`src/rtl/calc_pkg.sv`:
```
// Shared types and constants for the calculator entry controller.
// Button codes are col*4+row as delivered by the numpad scanner.
package calc_pkg;

  typedef enum logic [2:0] {
    ST_A    = 3'd0,
    ST_B    = 3'd1,
    ST_WAIT = 3'd2,
    ST_RES  = 3'd3,
    ST_ERR  = 3'd4
  } state_t;

  typedef enum logic [2:0] {
    KC_NONE  = 3'd0,
    KC_DIGIT = 3'd1,
    KC_OP    = 3'd2,
    KC_EQ    = 3'd3,
    KC_CLR   = 3'd4,
    KC_BKSP  = 3'd5
  } key_class_t;

  localparam logic [1:0] OP_ADD = 2'd0;
  localparam logic [1:0] OP_SUB = 2'd1;
  localparam logic [1:0] OP_MUL = 2'd2;
  localparam logic [1:0] OP_DIV = 2'd3;

  localparam logic [3:0] BTN_A = 4'd12;
  localparam logic [3:0] BTN_B = 4'd13;
  localparam logic [3:0] BTN_C = 4'd14;
  localparam logic [3:0] BTN_D = 4'd15;
  localparam logic [3:0] BTN_E = 4'd11;
  localparam logic [3:0] BTN_F = 4'd7;

  // Main-keyboard digit lookup: {valid, digit}
  function automatic logic [4:0] digit_of_code(input logic [3:0] code);
    case (code)
      4'd3:    digit_of_code = {1'b1, 4'd0};
      4'd0:    digit_of_code = {1'b1, 4'd1};
      4'd4:    digit_of_code = {1'b1, 4'd2};
      4'd8:    digit_of_code = {1'b1, 4'd3};
      4'd1:    digit_of_code = {1'b1, 4'd4};
      4'd5:    digit_of_code = {1'b1, 4'd5};
      4'd9:    digit_of_code = {1'b1, 4'd6};
      4'd2:    digit_of_code = {1'b1, 4'd7};
      4'd6:    digit_of_code = {1'b1, 4'd8};
      4'd10:   digit_of_code = {1'b1, 4'd9};
      default: digit_of_code = {1'b0, 4'd0};
    endcase
  endfunction

endpackage

```
`src/rtl/calc_key_decode.sv`:
```
// Classifies a numpad change event into digit / operator / equals / clear /
// backspace. Operator codes 12..15 map to add..div through their low two bits.
module calc_key_decode
  import calc_pkg::*;
(
  input  logic [5:0]  key_event,
  output key_class_t  key_class,
  output logic [3:0]  digit,
  output logic [1:0]  op
);

  logic [4:0] dig_s;

  assign dig_s = digit_of_code(key_event[3:0]);

  // Event classification
  always_comb begin
    key_class = KC_NONE;
    digit     = 4'd0;
    op        = OP_ADD;
    if (key_event[5] && key_event[4]) begin
      if (dig_s[4]) begin
        key_class = KC_DIGIT;
        digit     = dig_s[3:0];
      end else begin
        case (key_event[3:0])
          BTN_A, BTN_B, BTN_C, BTN_D: begin
            key_class = KC_OP;
            op        = key_event[1:0];
          end
          BTN_E:   key_class = KC_EQ;
          BTN_F:   key_class = KC_CLR;
          default: key_class = KC_NONE;
        endcase
      end
    end else if (key_event[5] && (key_event[3:0] == BTN_A)) begin
      key_class = KC_BKSP;
    end else begin
      key_class = KC_NONE;
    end
  end

endmodule

```
`src/rtl/calc_entry_ctrl.sv`:
```
// Calculator entry sequencer: builds operands from key events, issues the
// operation to the ALU over req/ack and keeps a registered display value.
module calc_entry_ctrl
  import calc_pkg::*;
#(
  parameter int WIDTH      = 16,
  parameter int MAX_DIGITS = 4
) (
  input  logic             clock,
  input  logic             reset_n,
  input  logic [5:0]       key_event,
  output logic             alu_req,
  output logic [1:0]       alu_op,
  output logic [WIDTH-1:0] alu_a,
  output logic [WIDTH-1:0] alu_b,
  input  logic             alu_ack,
  input  logic [WIDTH-1:0] alu_result,
  input  logic             alu_err,
  output logic [WIDTH-1:0] disp_value,
  output logic             disp_err,
  output logic             busy
);

  localparam int CNT_W = $clog2(MAX_DIGITS + 1);
  localparam logic [CNT_W-1:0] MAX_CNT  = CNT_W'(MAX_DIGITS);
  localparam logic [CNT_W-1:0] CNT_ZERO = {CNT_W{1'b0}};
  localparam logic [CNT_W-1:0] CNT_ONE  = CNT_W'(1);
  localparam logic [WIDTH-1:0] VAL_ZERO = {WIDTH{1'b0}};
  localparam logic [WIDTH-1:0] TEN      = WIDTH'(10);

  key_class_t       kc_s;
  logic [3:0]       kdig_s;
  logic [1:0]       kop_s;

  state_t           state_r;
  logic [WIDTH-1:0] a_r, b_r;
  logic [CNT_W-1:0] cnt_a_r, cnt_b_r;
  logic [1:0]       op_r, pend_op_r;
  logic             pend_op_vld_r, pend_clr_r;

  logic [WIDTH-1:0] a_push_s, b_push_s, a_bksp_s, b_bksp_s;
  logic [CNT_W-1:0] cnt_a_dec_s, cnt_b_dec_s;
  logic             full_clr_s, issue_s;

  calc_key_decode u_decode (
    .key_event (key_event),
    .key_class (kc_s),
    .digit     (kdig_s),
    .op        (kop_s)
  );

  assign a_push_s    = a_r * TEN + WIDTH'(kdig_s);
  assign b_push_s    = b_r * TEN + WIDTH'(kdig_s);
  assign a_bksp_s    = a_r / TEN;
  assign b_bksp_s    = b_r / TEN;
  assign cnt_a_dec_s = (cnt_a_r != CNT_ZERO) ? cnt_a_r - CNT_ONE : CNT_ZERO;
  assign cnt_b_dec_s = (cnt_b_r != CNT_ZERO) ? cnt_b_r - CNT_ONE : CNT_ZERO;

  // A clear seen while waiting only takes effect once the ALU acknowledges
  assign full_clr_s = ((kc_s == KC_CLR) && (state_r != ST_WAIT)) ||
                      ((state_r == ST_WAIT) && alu_ack && (pend_clr_r || (kc_s == KC_CLR)));
  assign issue_s    = (state_r == ST_B) && (cnt_b_r != CNT_ZERO) &&
                      ((kc_s == KC_EQ) || (kc_s == KC_OP));

  // FSM, operand registers, ALU handshake and display registers
  always_ff @(posedge clock) begin
    if (!reset_n || full_clr_s) begin
      state_r       <= ST_A;
      a_r           <= VAL_ZERO;
      b_r           <= VAL_ZERO;
      cnt_a_r       <= CNT_ZERO;
      cnt_b_r       <= CNT_ZERO;
      op_r          <= OP_ADD;
      pend_op_r     <= OP_ADD;
      pend_op_vld_r <= 1'b0;
      pend_clr_r    <= 1'b0;
      alu_req       <= 1'b0;
      alu_op        <= OP_ADD;
      alu_a         <= VAL_ZERO;
      alu_b         <= VAL_ZERO;
      disp_value    <= VAL_ZERO;
      disp_err      <= 1'b0;
      busy          <= 1'b0;
    end else begin
      case (state_r)
        ST_A: begin
          case (kc_s)
            KC_DIGIT: begin
              if (cnt_a_r < MAX_CNT) begin
                a_r        <= a_push_s;
                cnt_a_r    <= cnt_a_r + CNT_ONE;
                disp_value <= a_push_s;
              end
            end
            KC_OP: begin
              op_r    <= kop_s;
              b_r     <= VAL_ZERO;
              cnt_b_r <= CNT_ZERO;
              state_r <= ST_B;
            end
            KC_BKSP: begin
              a_r        <= a_bksp_s;
              cnt_a_r    <= cnt_a_dec_s;
              disp_value <= a_bksp_s;
            end
            default: ;
          endcase
        end
        ST_B: begin
          if (issue_s) begin
            alu_req       <= 1'b1;
            alu_op        <= op_r;
            alu_a         <= a_r;
            alu_b         <= b_r;
            busy          <= 1'b1;
            pend_op_r     <= kop_s;
            pend_op_vld_r <= (kc_s == KC_OP);
            disp_value    <= a_r;
            state_r       <= ST_WAIT;
          end else begin
            case (kc_s)
              KC_DIGIT: begin
                if (cnt_b_r < MAX_CNT) begin
                  b_r        <= b_push_s;
                  cnt_b_r    <= cnt_b_r + CNT_ONE;
                  disp_value <= b_push_s;
                end
              end
              KC_BKSP: begin
                b_r        <= b_bksp_s;
                cnt_b_r    <= cnt_b_dec_s;
                disp_value <= (cnt_b_dec_s != CNT_ZERO) ? b_bksp_s : a_r;
              end
              KC_OP:   op_r <= kop_s;
              default: ;
            endcase
          end
        end
        ST_WAIT: begin
          if (kc_s == KC_CLR) begin
            pend_clr_r <= 1'b1;
          end
          if (alu_ack) begin
            alu_req       <= 1'b0;
            busy          <= 1'b0;
            pend_op_vld_r <= 1'b0;
            if (alu_err) begin
              disp_err   <= 1'b1;
              disp_value <= VAL_ZERO;
              state_r    <= ST_ERR;
            end else begin
              a_r        <= alu_result;
              cnt_a_r    <= MAX_CNT;
              disp_value <= alu_result;
              if (pend_op_vld_r) begin
                op_r    <= pend_op_r;
                b_r     <= VAL_ZERO;
                cnt_b_r <= CNT_ZERO;
                state_r <= ST_B;
              end else begin
                state_r <= ST_RES;
              end
            end
          end
        end
        ST_RES: begin
          case (kc_s)
            KC_DIGIT: begin
              a_r        <= WIDTH'(kdig_s);
              cnt_a_r    <= CNT_ONE;
              disp_value <= WIDTH'(kdig_s);
              state_r    <= ST_A;
            end
            KC_OP: begin
              op_r    <= kop_s;
              b_r     <= VAL_ZERO;
              cnt_b_r <= CNT_ZERO;
              state_r <= ST_B;
            end
            default: ;
          endcase
        end
        ST_ERR: begin
          disp_err   <= 1'b1;
          disp_value <= VAL_ZERO;
        end
        default: state_r <= ST_A;
      endcase
    end
  end

endmodule

```
`config.mk`:
```
export PLATFORM = sky130hd
export DESIGN_NAME = calc_entry_ctrl
export DESIGN_NICKNAME = d
export VERILOG_FILES = /design/src/rtl/calc_pkg.sv /design/src/rtl/calc_key_decode.sv /design/src/rtl/calc_entry_ctrl.sv
export SDC_FILE = /design/constraint.sdc
export NUM_CORES = 1
export LEC_CHECK = 0
export ABC_AREA = 1
export ABC_CLOCK_PERIOD_IN_PS = 7820
export BUFFER_PORTS_ARGS = -buffer_cell sky130_fd_sc_hd__buf_2
export CAP_MARGIN = 20
export CORE_MARGIN = 1
export CORE_UTILIZATION = 45
export CTS_BUF_LIST = sky130_fd_sc_hd__clkbuf_16
export DETAILED_ROUTE_END_ITERATION = 7
export HOLD_SLACK_MARGIN = 0.02
export MAX_ROUTING_LAYER = met4
export PLACE_DENSITY_LB_ADDON = 0.1
export SLEW_MARGIN = 20
export SYNTH_ARGS = -nofsm -noshare
export SYNTH_HDL_FRONTEND = slang
export SYNTH_SLANG_ARGS = --single-unit
```
`constraint.sdc`:
```
create_clock -name clock -period 7.82 [get_ports clock]
set_input_delay 0 -clock clock [delete_from_list [all_inputs] [get_ports clock]]
set_output_delay 0 -clock clock [all_outputs]
set_load 0.005 [all_outputs]
```
==> impl_metrics.toml <==
[status]
status = "completed"

[synthesis]
ys_warn_count = 0
syn-num-nets = 1522
yosysMostFrequentCell = "nand2_1"
synth.distinct_cells = 56
ys_seq_area_share_pct = 21.7
synth_common_cells = "nand2_1, inv_1, a21oi_1"
synth_top_cell_by_area = "dfxtp_1"
synth_seq_cells = 99
synth_top_area_share_pct = 21.7
synth-main-ff-cell = "dfxtp_1"
syn_inst = 1428
synth.area.top_cells = "dfxtp_1, nand2_1, ha_1"
synth_edf_count = 0
syn_area_um2 = 9120
async_flop_share_pct = 0
synth.avg_cell_area_um2 = 6.38

[worst_setup_path]
cp-startpoint = "b_r[13]$_SDFFE_PP0P_"
critPathMaxFanout = 6
crit_type = "reg2reg"
cpPeakStageDelay_ns = 0.38
cp_data_required_time_ns = 8.11
critPathLaunchType = "register"
crit_path_top_delay_cell = "dfxtp_1"
critPathBufInv = 4
rr_startpoint = "b_r[13]$_SDFFE_PP0P_"
end_kind = "register"
crit_family = "simple AND/OR/NAND/NOR gates"
arrival_ns = 5.56

[timing]
finalHoldViolCount = 0
relSlewSlack_pct = 30.9
grt_setup_unrepaired = "false"
slew_viol_final = 0
worst_hold_slack_ns = 0.102
fmax_mhz = 190
worst_pin_slew_ns = 1.03
setup_ws_ns = 2.55
post-route-min-period_ns = 5.27
setup_violations = 0
finClkSkew_ns = 0.00747
final.setup.tns_ns = 0
post-route-period-util_pct = 67.4

[cts]
cts_max_level = 3
clock_sinks = 99
cts_tree = "built"
clkLatencyLatePin_ns = 0.36
numCtsBuffers = 9
path_clk_slew_ns = 0.08
clockRootBuffer = "clkbuf_16"
clk_path_buf_depth = 2

[cells_and_area]
n_antenna_cell = 0
drive_gt1_share_pct = 17.2
nNetsFinal = 1591
area_growth_pct = 11.8

[detailed_routing]
viasPerCell = 5.42
first_iter_violations = 637
ant_nets = 0
drt_first_pass_iters = 5
wl_um = 28100
wl_per_cell_um = 15.9
drc = 0
vias = 9570

[grt]
grt_pass1_vias = 8927
grt_pass1_wl_um = 45100
grt_use_total_pct = 28.6
grt_overflow_total = 0
grt_max_degree = 55
antenna_found_initial = 0

[floorplan]
fp.coreArea_um2 = 19700
die_w_um = 144
ios = 79
die_h_um = 144
rows = 51
dieArea_um2 = 20800
initial_utilization_pct = 46.4

[worst_hold_path]
hold_start = "alu_result[2]"
worst_hold_path_type = "in2reg"

[place]
io_buffers = 78
dp_slack_ns = 2.60
place.gp.congestion = 0.927
dpl.hpwl_um = 20800

[job]
maxCapViolCount = 0
## state kept, by name, summed over array words and instances, names as in the netlist, 3 cells and up
name	cells
state_r	3
alu_b	16
a_r	16
alu_a	16
b_r	16
disp_value	16
cnt_b_r	3
cnt_a_r	3
## tightest hold or removal path, stage by stage
cell and delay, ns:
buf_2 0.10, a211oi_1 0.06, a221oi_1 0.24
## cell type report
class / instances / area [um^2]
Inverter: 187 / 704
Sequential cell: 99 / 1980
Tap cell: 265 / 332
Timing Repair Buffer: 102 / 606
Clock inverter: 7 / 78.8
Clock buffer: 9 / 225
Fill cell: 2091 / 9470
Multi-Input combinational cell: 1098 / 6260
## cell usage in the layout, fill, tap and decap left out, types with 16 or more instances in the layout
| cell type | synthesis | routed |
|---|---|---|
| nand3_1 | 116 | 115 |
| xor2_1 | 23 | 23 |
| a21oi_1 | 119 | 119 |
| o211ai_1 | 19 | 19 |
| dfxtp_1 | 99 | 99 |
| o21ai_0 | 76 | 76 |
| nor2_1 | 91 | 89 |
| inv_2 | 28 | 28 |
| nand2_2 | 61 | 61 |
| nand2_1 | 335 | 334 |
| nand3_2 | 15 | 16 |
| ha_1 | 64 | 64 |
| inv_1 | 152 | 152 |
| buf_2 | 2 | 78 |
## cell families after synthesis
| family | synth area share, % |
|---|---|
| DFF | 21.7 |
| AOI/OAI and AO/OA | 19.1 |
| xor gates and xnor gates | 3.07 |
| buffers and inverters | 9.90 |
| muxes | 0.110 |
| adders and majority gates | 9.66 |
| and+or+nand+nor | 36.5 |
## final timing paths
kind                                     end  slack (ns)  depth (start not counted)
setup / recovery  disp_value[0]$_SDFFE_PP0P_        2.55                         55
hold / removal           a_r[2]$_SDFFE_PP0P_        0.10                          3
setup reg to reg  disp_value[0]$_SDFFE_PP0P_        2.55                         55
hold reg to reg        disp_err$_SDFFE_PP0P_        0.45                          2
## what timing repair did
item,4_1_cts,5_1_grt
hold buffers,14,0
gates resized for setup,0,0
buffers inserted,0,0
hold endpoints to repair,14,0
## routing by layer
layer | up-vias | wire [um] | global-route usage (%)
li1 | 4874 | - | -
met1 | 4344 | 12800 | 35.9
met2 | 291 | 12900 | 46.9
met3 | 61 | 1520 | 3.18
met4 | 0 | 864 | 10.7
met5 | - | 0 | -
## through the flow
step	instance area, um^2	instances	util (%)
5_1_grt	10200	1767	51.8
3_3_place_gp	9740	1737	49.6
6_report	10200	1767	51.8
4_1_cts	10200	1767	51.8
2_1_floorplan	9120	1428	-
3_5_place_dp	9740	1737	49.6
Power is left out: the tool's default activity adds up to more than one toggle a clock period on the data nets, which glitch-free logic cannot reach.
